File: src/rtl/adder_cell_pair.sv
// Per-lane half adder (a+b) and full adder (a+b+c) evaluated in parallel, no carry between lanes.
// Latency: 1 cycle with OUT_REG=1 (valid-tagged), 0 cycles with OUT_REG=0 (pure combinational).
// Backpressure: none; accepts one operand set per cycle whenever in_valid is high, never stalls.
module adder_cell_pair #(
  parameter int WIDTH   = 1,
  parameter bit OUT_REG = 1'b1
) (
  input  logic             clk,
  input  logic             rst,
  input  logic             in_valid,
  input  logic [WIDTH-1:0] a,
  input  logic [WIDTH-1:0] b,
  input  logic [WIDTH-1:0] c,
  output logic [WIDTH-1:0] sum,
  output logic [WIDTH-1:0] carry,
  output logic [WIDTH-1:0] sum1,
  output logic [WIDTH-1:0] carry1,
  output logic             out_valid
);

  // Lane results before the optional output register.
  logic [WIDTH-1:0] ha_sum;
  logic [WIDTH-1:0] ha_carry;
  logic [WIDTH-1:0] fa_sum;
  logic [WIDTH-1:0] fa_carry;

  // Each lane is built from its own bits only, so an X on one lane cannot
  // leak into a neighbour through a shared vector expression.
  for (genvar i = 0; i < WIDTH; i++) begin : g_lane
    assign ha_sum[i]   = a[i] ^ b[i];
    assign ha_carry[i] = a[i] & b[i];
    assign fa_sum[i]   = a[i] ^ b[i] ^ c[i];
    assign fa_carry[i] = (a[i] & b[i]) | (a[i] & c[i]) | (b[i] & c[i]);
  end

  if (OUT_REG) begin : g_reg
    // Result registers load only on accepted operands; out_valid pulses one cycle per accept.
    // Reset wins over in_valid so an operand presented on the reset edge is dropped.
    always_ff @(posedge clk) begin
      if (rst) begin
        sum       <= '0;
        carry     <= '0;
        sum1      <= '0;
        carry1    <= '0;
        out_valid <= 1'b0;
      end else begin
        out_valid <= in_valid;
        if (in_valid) begin
          sum    <= ha_sum;
          carry  <= ha_carry;
          sum1   <= fa_sum;
          carry1 <= fa_carry;
        end
      end
    end
  end else begin : g_comb
    // Clock and reset have no function in the combinational build.
    logic unused_clk_rst;
    assign unused_clk_rst = clk ^ rst;

    assign sum       = ha_sum;
    assign carry     = ha_carry;
    assign sum1      = fa_sum;
    assign carry1    = fa_carry;
    assign out_valid = in_valid;
  end

endmodule

File: config.mk
export PLATFORM = sky130hd
export DESIGN_NAME = adder_cell_pair
export DESIGN_NICKNAME = d
export VERILOG_FILES = /design/src/rtl/adder_cell_pair.sv
export SDC_FILE = /design/constraint.sdc
export NUM_CORES = 1
export LEC_CHECK = 0
export CAP_MARGIN = 20
export CORE_AREA = 2 2 39 41
export DETAILED_ROUTE_END_ITERATION = 10
export DIE_AREA = 0 0 41 43
export GPL_TIMING_DRIVEN = 0
export HOLD_SLACK_MARGIN = 0.12
export PLACE_DENSITY_LB_ADDON = 0.25
export SYNTH_ARGS = -nofsm -noshare
export SYNTH_HDL_FRONTEND = slang
export SYNTH_SLANG_ARGS = --single-unit
File: constraint.sdc
create_clock -name clk -period 1.5 [get_ports clk]
set_clock_uncertainty 0.15 [all_clocks]
set_input_delay 0.3 -clock clk [delete_from_list [all_inputs] [get_ports clk]]
set_output_delay 0.3 -clock clk [all_outputs]
set_load 0.01 [all_outputs]
Yosys cells after proc, flatten, opt, wreduce, memory -nomap -nowiden
Index checks and enable logic that the tools add are counted.

operators by class
  bitwise gates (word level) = 7

operators with widths
  cell              count
  AND 1 bit         3
  bitwise OR 1 bit  2
  XOR 1 bit         2

word-level totals
  input port bits = 6
  output and inout bits = 5
  word-level logic and storage cells = 12
  register bits after elaboration = 5

Logic depth before layout (Yosys ltp)
  word-level depth = 3
  depth in mapped cells = 3
  depth with buffers taken out = 3

Worst setup path before layout
Ideal clock, no wire load.

  path kind = input -> register
  start point = input a
  end point = register sum1
  required time = 1.236 ns
  path buffers = 0
  stages on the path = 3
  data arrival time = 0.921 ns
  setup time = 0.114 ns
  path slack = 0.315 ns
  cell sequence = fa_1 -> mux2i_1 -> nor2_1

between the ends
  cells in the longest elaborated chain, start to end = 2

ends and longest elaborated chain
  what                    line  source
  from (decl)             11    input logic [WIDTH-1:0] a,
  XOR 1 bit (2 in a row)  32    assign fa_sum[i] = a[i] ^ b[i] ^ c[i];
  to (signal assigned)    51    sum1 <= fa_sum;
  to (decl)               16    output logic [WIDTH-1:0] sum1,

No other way between the ends.
A chain may end at the register's enable or synchronous reset.

Worst setup path in the final report
  start point = input a
  end point = register sum1

between the ends
  cells in the longest elaborated chain, start to end = 2

ends and longest elaborated chain
  what                    line  source
  XOR 1 bit (2 in a row)  32
  via fa_sum              24    logic [WIDTH-1:0] fa_sum;

The timed path passes the listed nets, and every way through them passes these cells.

==> out/results.tsv <==
metric	value	unit
RR Endpoint	carry	
leakage	0.1622	nW
worst-case clock buffer depth	2	
unrepaired setup endpoints after global routing	no	
Startpoint Class	input port	
vias per cell	3.522	
initial antenna violation count	0	
clock-pin transition on the worst setup and hold timing paths	50	ps
clock sink count	5	
Iter 0 DRT Violations	1	
Synth Net Count	25	
drc violations	0	
worst min-delay path category	in -> reg	
port buffer count	9	
Hold Vio Cnt, Final	0	
flops & latches, synth	5	
Max-cap violations	0	
Post-Route WL	417	um
worst-case reg-to-reg path depth	2	
PD cells	1068	nW/um2
GR Overflow Total	0	
nets@finish	39	
Cells after Synth	17	
Peak VDD IR	0.2106	mV
worst r2r src	carry	
post-layout util	24.23	%
Reg2Reg Setup Slack	770	ps
die area	1763	um2
Final Setup Violations	0	
Final min period	1454	ps
Max-slew headroom	87.52	%
CTS tree	built	
Hold Slack	159.6	ps
synthesized area	205.2	um2
layout cells sized above 1	13.33	%
largest net degree at the start of global routing	6	
first-pass GRT wire length	607	um
number of global-route vias before repair	151	
final instance area	335.3	um2
IO Count	11	
Post-Synth XOR/XNOR Area	0	%
Synthesis Warnings	0	
wire length per cell	9.065	um
hold endpoint	out_valid	
Setup TNS	0	ps
Worst Setup Path Type	in -> reg	
Initial Util	14.83	%
DR pass1 iterations	2	
CP max FO	2	
Cell variety after synth	7	
DR vias	162	
max-slew violations	0	
worst skew pair latency	240	ps
die span in y	43	um
Layout Area Growth over Synthesis	63.41	%
H-tree lvl count	1	
period utilization	96.93	%
sequential element share of the synthesized area	48.78	%
Min-Delay Path Depth	2	
HP Start	in_valid	
multiplexer share of the synthesized area	19.51	%
Final ANT Viol Nets	0	
Die Wd	41	um
Post-DP Area	315.3	um2
largest family of logic cells by synthesized area	multiplexers	
Antenna diodes	0	
crit path capture type	register	
synthesized area per cell	12.07	um2
final setup margin	46.02	ps
dpl ws	-213.5	ps
total clock buffers created by CTS	3	
Compound-Gate Fraction of Synth Area	0	%
post-synthesis adder-cell area fraction	15.85	%
WP data required	1480	ps
All-Layer GR Usage	6.647	%
status	completed	
root buf cell	clkbuf_4	
Fmax	687.8	MHz
Rows	14	
Slew @ Worst Pin	186.7	ps
Core Footprint	1384	um2
simple-gate share of the synthesized area	10.37	%
Routability Congestion	0.5538	
Worst EP arrival	1440	ps
commonest cells after routing, fill and taps aside	5 x dfxtp_1, 5 x dlygate4sd2_1, 4 x mux2i_1, 4 x nor2_1, 4 x clkdlybuf4s50_1	
registers in the layout, summed over array words and instances (netlist names):
name,count
out_valid,1
sum,1
carry,1
carry1,1
sum1,1
synthesized netlist by cell type:
library cell	n	area (um2)
mux2i_1	4	40.04
dfxtp_1	5	100.1
ha_1	1	12.51
nor2_1	4	15.01
nor2b_1	1	6.260
buf_6	1	11.26
fa_1	1	20.02
power breakdown:
group	internal [mW]	switching, mW	total (mW)
combinational	0.0308	0.0223	0.0531
clock	0.101	0.0586	0.159
sequential	0.142	0.00334	0.146
what timing repair did:
item,4_1_cts,5_1_grt
hold buffers,0,0
endpoints found under the setup margin,5,0
buffers inserted,0,0
resized for setup,5,0
stage by stage:
step | power [mW] | cells
CTS | 0.3690 | 46
global placement | 0.2085 | 42
floorplan | 0.1736 | 17
global route | 0.3909 | 46
detailed placement | 0.2082 | 42
finish | 0.3582 | 46
per-layer routing:
layer	vias up	track usage, %	part of all wire [%]
met5	-	0	0
met4	0	12.00	5.5
met3	4	4.712	15
met2	13	4.375	27
met1	64	8.117	53
li1	81	-	-
final cells by class:
type / count / area [um2]
multi-input combinational: 11 / 93.84
sequential: 5 / 100.1
clock buffer: 4 / 26.28
buffer: 1 / 11.26
fill: 155 / 1049
timing repair buffer: 9 / 83.83
tap: 16 / 20.02
worst max-delay path, stage by stage:
cell             delay, ps
clkdlybuf4s50_1        460
fa_1                   480
mux2i_1                140
nor2_1                  50
how the worst max path moves through the flow:
| stage | depth (start not counted) | end | startpoint | slack, ps |
|---|---|---|---|---|
| finish | 4 | sum1 | a | 50 |
| global route | 4 | sum1 | b | 10 |
| CTS | 4 | sum1 | b | 40 |
| detailed placement | 4 | sum1 | b | -210 |
| global placement | 4 | sum1 | a | -210 |
| floorplan | 3 | sum1 | a | 310 |
kinds of logic after synthesis:
group / Yosys count
and+or+nand+nor: 5
DFF: 5
muxes: 4
adders and majority gates: 2
buffers and inverters: 1
Power figures use the tool's default switching activity.
